$ cat src/rtl/stack_unit.sv
// LIFO stack: a 2**ADDR_W-word memory with a downward-growing stack pointer,
// occupancy tracking, sticky overflow/underflow flags and a small control FSM.
module stack_unit #(
    parameter int DATA_W = 8,
    parameter int ADDR_W = 8
) (
    input  logic              clk,
    input  logic              RST,
    input  logic              PUSH,
    input  logic              POP,
    input  logic              SP_LD,
    input  logic [DATA_W-1:0] DATA_IN,
    input  logic [ADDR_W-1:0] ADDR_IN,
    output logic [DATA_W-1:0] DATA_OUT,
    output logic [ADDR_W-1:0] SP_OUT,
    output logic              BUSY,
    output logic              DONE,
    output logic              FULL,
    output logic              EMPTY,
    output logic              OVF,
    output logic              UNF
);

    localparam int DEPTH = 2 ** ADDR_W;
    localparam logic [ADDR_W:0] CNT_MAX = {1'b1, {ADDR_W{1'b0}}};

    typedef enum logic [1:0] {IDLE, PUSH_WR, POP_RD, POP_DONE} state_t;

    state_t            state, state_nxt;
    logic [ADDR_W-1:0] sp;
    logic [ADDR_W-1:0] sp_dec;
    logic [ADDR_W:0]   cnt;
    logic [DATA_W-1:0] mem [DEPTH];
    logic [DATA_W-1:0] wr_data_p0;
    logic [DATA_W-1:0] rd_data_p1;
    logic              acc_ld, acc_push, ovf_set, unf_set;

    assign sp_dec = sp - ADDR_W'(1);
    assign SP_OUT = sp;
    assign BUSY   = (state != IDLE);
    assign FULL   = (cnt == CNT_MAX);
    assign EMPTY  = (cnt == '0);

    // Request arbitration happens only in IDLE; anything raised while busy is dropped.
    always_comb begin
        state_nxt = state;
        acc_ld    = 1'b0;
        acc_push  = 1'b0;
        ovf_set   = 1'b0;
        unf_set   = 1'b0;
        case (state)
            IDLE: begin
                if (SP_LD) begin
                    acc_ld = 1'b1;
                end else if (PUSH) begin
                    if (FULL) begin
                        ovf_set = 1'b1;
                    end else begin
                        acc_push  = 1'b1;
                        state_nxt = PUSH_WR;
                    end
                end else if (POP) begin
                    if (EMPTY) begin
                        unf_set = 1'b1;
                    end else begin
                        state_nxt = POP_RD;
                    end
                end
            end
            PUSH_WR:  state_nxt = IDLE;
            POP_RD:   state_nxt = POP_DONE;
            POP_DONE: state_nxt = IDLE;
            default:  state_nxt = IDLE;
        endcase
    end

    always_ff @(posedge clk) begin
        if (!RST) begin
            state    <= IDLE;
            sp       <= '0;
            cnt      <= '0;
            DATA_OUT <= '0;
            DONE     <= 1'b0;
            OVF      <= 1'b0;
            UNF      <= 1'b0;
        end else begin
            state <= state_nxt;
            DONE  <= 1'b0;
            if (acc_ld) begin
                sp  <= ADDR_IN;
                cnt <= '0;
                OVF <= 1'b0;
                UNF <= 1'b0;
            end
            if (ovf_set) OVF <= 1'b1;
            if (unf_set) UNF <= 1'b1;
            if (state == PUSH_WR) begin
                sp   <= sp_dec;
                cnt  <= cnt + (ADDR_W+1)'(1);
                DONE <= 1'b1;
            end
            if (state == POP_DONE) begin
                DATA_OUT <= rd_data_p1;
                sp       <= sp + ADDR_W'(1);
                cnt      <= cnt - (ADDR_W+1)'(1);
                DONE     <= 1'b1;
            end
        end
    end

    // Datapath storage carries no reset; a reset edge during PUSH_WR still blocks the write.
    always_ff @(posedge clk) begin
        if (acc_push) wr_data_p0 <= DATA_IN;
        if (RST && state == PUSH_WR) mem[sp_dec] <= wr_data_p0;
        if (state == POP_RD) rd_data_p1 <= mem[sp];
    end

endmodule

$ cat config.mk
export PLATFORM = sky130hd
export DESIGN_NAME = stack_unit
export DESIGN_NICKNAME = d
export VERILOG_FILES = /design/src/rtl/stack_unit.sv
export SDC_FILE = /design/constraint.sdc
export NUM_CORES = 2
export LEC_CHECK = 0
export CAP_MARGIN = 20
export CORE_UTILIZATION = 25
export CTS_BUF_LIST = sky130_fd_sc_hd__clkbuf_4 sky130_fd_sc_hd__clkbuf_8
export CTS_CLUSTER_SIZE = 14
export DETAILED_ROUTE_END_ITERATION = 6
export GPL_TIMING_DRIVEN = 0
export PLACE_DENSITY = 0.44
export SYNTH_ARGS = -nofsm -noshare
export SYNTH_HDL_FRONTEND = slang
export SYNTH_SLANG_ARGS = --single-unit
$ cat constraint.sdc
create_clock -name clk -period 7.9 [get_ports clk]
set_clock_uncertainty 0.1 [all_clocks]
set_input_delay 1.58 -clock clk [delete_from_list [all_inputs] [get_ports clk]]
set_output_delay 1.58 -clock clk [all_outputs]
set_load 0.01 [all_outputs]
Word level (Yosys, flattened, before mapping)
Memory sizes are Yosys's and may differ from the RTL's. A register that Yosys moved wholly into a read port is not among the register bits.
Index checks and enable logic that the tools add are counted.
W data, S select, Z words.
{ "totals": {"regBits": 38, "ram_bits": 2048, "inputBits": 21, "output_inout_bits": 22, "n_memories": 1} }
{ "classes": {"addsub": 4, "eq_ne": 8, "mux": 34, "reduce_logical": 9} }
{ "memory_table": {"columns": ["memory", "words", "width", "read_ports", "rd_ports_with_merged_regs", "write_ports", "line", "source"], "rows": [
  ["mem", 256, 8, 1, 1, 1, "33", "logic [DATA_W-1:0] mem [DEPTH];"]
]} }
{ "ops": {"columns": ["operator", "n"], "rows": [
  ["$mux W9", 3],
  ["$mux W8", 3],
  ["$mux W1", 22],
  ["$mux W2", 5],
  ["$add A9 B1 Y9 const B", 1],
  ["$eq A9 B9 Y1 const B", 1],
  ["$logic_not A9 Y1", 1],
  ["$ne A3 B3 Y1 const B", 3],
  ["$sub A9 B1 Y9 const B", 1],
  ["$add A8 B1 Y8 const B", 1],
  ["$sub A8 B1 Y8 const B", 1],
  ["$pmux W2 S3", 1],
  ["$reduce_bool A2 Y1", 3],
  ["$eq A2 B2 Y1 const B", 2],
  ["$reduce_and A4 Y1", 1],
  ["$reduce_bool A3 Y1", 1],
  ["$eq A2 B1 Y1 const B", 1],
  ["$logic_not A2 Y1", 1],
  ["$ne A2 B2 Y1 const B", 1],
  ["$reduce_or A2 Y1", 1],
  ["$logic_and A1 B1 Y1", 1]
]} }

Depth between registers and ports, before layout
{ "logic_depth": {"word_depth": 7, "depth_mapped": 14} }

Worst setup path after synthesis
OpenSTA, ideal clock, no wires.
{ "synth_path": {"path_type": "register to register", "from": "register wr_data_p0[0]", "to": "memory mem[0][0], data pin", "setup_time_ns": 0.817, "arrival_time_ns": 3.228, "slack_ns": 3.754, "path_stages_with_launch": 1, "path_buffers": 0, "cell_sequence": "edfxtp_1"} }
{ "synth_rtl": {"columns": ["element", "line", "source"], "rows": [
  ["start, declared", "34", "logic [DATA_W-1:0] wr_data_p0;"],
  ["start signal, assigned", "113", "if (acc_push) wr_data_p0 <= DATA_IN;"],
  ["end, declared", "33", null]
]} }
No word-level cell before the write port.

Worst setup path after layout
{ "layout_path": {"from": "register sp[1], in the netlist SP_OUT[1]", "to": "memory mem[138][6] (enable)"} }
{ "layout_via": {"elab_chain_cells": 1} }
{ "layout_lines": {"columns": ["element", "line", "source"], "rows": [
  ["start, declared", "30", "logic [ADDR_W-1:0] sp;"],
  ["start signal, assigned", "98", "sp <= sp_dec;"],
  ["start signal, assigned", "104", "sp <= sp + ADDR_W'(1);"],
  ["$sub A8 B1 Y8", "38", "assign sp_dec = sp - ADDR_W'(1);"]
]} }
Every way passes these cells.

==> results.md <==
- Status: finished, violations left
- Violated checks: negative setup slack
- Layout overhead on the synthesized area: 19.3%
- Total number of vias: just under 50000
- DRT Pass-1 Iters: 6
- Post-synthesis sequential area ratio: between 70% and 80%
- HPWL Detailed: approximately 260 mm
- Vias/cell: about 5.3
- Final worst path period share: 102%
- WL per Instance: 42.1 um
- Iteration-0 DRC Markers: between 8000 and 9000
- Initial antenna violation count: 50
- Root Driver: clkbuf_8
- Setup Fix Bufs, Post-CTS: 0
- Final WS setup: -168 ps
- Kind of critical path: flop to flop
- Slew @ Worst Pin: 1350 ps
- Yosys top cell by area: edfxtp_1
- Tmin final: approximately 8100 ps
- Count leader, synth: edfxtp_1
- Overall power: between 20 and 30 mW
- Commonest cells in the netlist: edfxtp_1, mux4_2, nor2_1, nand2_1, mux2i_1
- Multi-input logic area: between 0.015 and 0.02 mm2
- Worst setup path startpoint: SP_OUT[1]
- Top cell by count, worst path: buf_4
- Ys flop type: edfxtp_1
- Syn_nets: between 4000 and 5000
- Worst setup EP type: flop
- Hold path start: UNF
- CTS resizes: 0
- P_leak: between 30 and 40 nW
- Top-area cell type share of the netlist area: between 70% and 80%
- Layout cell share with drive strength beyond 1: 29.4%
- Cells after synthesis: slightly above 4000
- I/O Buffers: 41
- Peak supply drop: about 0.12 mV
- Total track usage: a little under a quarter
- Slowest CP cell: clkinv_1
- Longest Clk Path Bufs: 4
- First-pass GRT wire length: 493 mm
- Asr flop ratio synth: 0%
- Number of fill cells: 32100
- # clock sinks: 2094
- FF+latch count, synth: around 2100
- Final GP Congestion: approximately 1
- H-tree depth: 5
- Routed WL: ~390 mm
- Total CTS buffers: 372
- GRT overflow: 0
- Final nets: ~4600
- RSZ-0062 raised after global routing: false
- Post-DRT Antenna Nets: 0
- F_max: approximately 0.12 GHz
- Synth area leaders: edfxtp_1, mux4_2, mux2i_1
- Post-synthesis cell area: about 0.082 mm2
- Core area: 0.327 mm2
- Final Hold Viols: 0
- Mean cell area of the mapped netlist: 20.3 um2
- CTS tree: built
- Pre-CTS setup slack: approximately 170 ps
- Register area: roughly 0.063 mm2
- Largest fanout on the critical path: 10
- Critical path data arrival time: 8570 ps
- Pwr Density: about 260 mW/mm2
- Rows: 210
- Synth warn: 0
- Max_cap viols: 0
- DRC violations left: 0
- CP peak stage delay: 1030 ps
- Fin. max-slew vios: 0
- Count of different cell masters after synthesis: 78
- Slew HR: under 10%
- Hold buffers post-CTS: 0
- Initial Utilization: between 20 and 30%
- Vias in the first global route: between 40000 and 50000
- Chip width: ~580 um
- Cell Chain, Critical Path: buf_4 > buf_4 > buf_4 > buf_4 > clkinv_1 > ha_1 > xnor2_1 > and2_1 > nand2_1 > buf_2 > nor2_1
- Worst-path clk slew: approximately 70 ps
- Post-synth EDFFs: 2064
- Worst setup SP type: flop
- Largest net degree at the start of global routing: 33
- Die area: between 0.3 and 0.4 mm2
- Die Ht: 576 um
- Count of final setup violators: roughly 230
- Skew-Pair Late Insertion Delay: about 1000 ps
- Hold WC Path Type: flop to flop
- Worst EP required: around 8400 ps
- I/O pin count: between 40 and 50
- R2r startpoint: SP_OUT[1]
[flip-flops by register name (all words and copies together), names as in the netlist, 2 cells and up]
signal,flops
cnt,9
state,2
DATA_OUT,8
SP_OUT,8
mem,2048
wr_data_p0,8
rd_data_p1,8
[cell usage in the layout (no fill, tap or decap), types with 62 or more instances in the layout]
| master | Yosys | layout |
|---|---|---|
| nand2_1 | 197 | 197 |
| nor2_1 | 288 | 287 |
| mux4_2 | 460 | 460 |
| clkbuf_4 | 0 | 137 |
| clkinv_1 | 2 | 78 |
| edfxtp_1 | 2064 | 2064 |
| mux2i_1 | 171 | 171 |
| buf_16 | 0 | 81 |
| clkbuf_8 | 0 | 383 |
| buf_2 | 55 | 64 |
| buf_4 | 74 | 81 |
| a21oi_1 | 62 | 62 |
[logic make-up after synthesis]
logic type	share of synthesized area [%]
AOI/OAI and AO/OA	3.19
xor gates and xnor gates	0.126
adders and majority gates	0.137
buffers and inverters	1.95
DFF	76.1
muxes	14.8
and+or+nand+nor	3.69
[metal layers]
| layer | up-vias | wire length (um) | GRT usage [%] |
|---|---|---|---|
| met3 | 778 | 39600 | 6.01 |
| met5 | - | 32 | 0 |
| met1 | 26800 | 152000 | 30.0 |
| li1 | 17900 | - | - |
| met4 | 6 | 23400 | 12.3 |
| met2 | 3373 | 173000 | 35.0 |
[critical path, delay by kind of cell (launching register included)]
| family | cells | cell delay, ps |
|---|---|---|
| adders and majority gates | 1 | 680 |
| xor gates and xnor gates | 1 | 420 |
| buffers and inverters | 6 | 3490 |
| DFF | 1 | 850 |
| and+or+nand+nor | 3 | 1840 |
[power breakdown]
group | internal (mW) | leakage (nW) | switching (mW) | total, mW
clock | 5.31 | 3.75 | 4.70 | 10.0
combinational | 0.798 | 7.89 | 2.12 | 2.92
sequential | 12.2 | 18.8 | 0.0288 | 12.2
total | 18.3 | 30.4 | 6.86 | 25.1
[per-stage QoR]
step / hold slack [ps] / std cells / utilization [%] / cell area, um2 / setup TNS (ps)
2_1_floorplan: 388 / 4056 / - / 82300 / 0
3_3_place_gp: 392 / 8443 / 26.9 / 88100 / -1169650
3_5_place_dp: 370 / 8565 / 27.8 / 91000 / 0
4_1_cts: 388 / 9211 / 30.0 / 98100 / 0
5_1_grt: 432 / 9219 / 30.0 / 98100 / 0
6_report: 393 / 9229 / 30.0 / 98100 / -14380
[layout make-up]
type                    instances  area share (%)
inverters                      15          0.0574
clock inverters               127           0.788
well taps                    4346            5.54
plain buffers                 243            1.63
multi-input cells            1704            18.4
clock buffers                 519            6.41
diodes                         15          0.0382
flip-flops and latches       2094            63.8
repair buffers                166            3.34
[final timing paths]
check | end | slack, ps | cells past startpoint
worst max-delay path | mem[138][6] | -170 | 11
worst min register to register | UNF | 390 | 2
worst max register to register | mem[138][6] | -170 | 11
worst min-delay path | UNF | 390 | 2
Note: power is estimated with default switching activity, not from simulation.
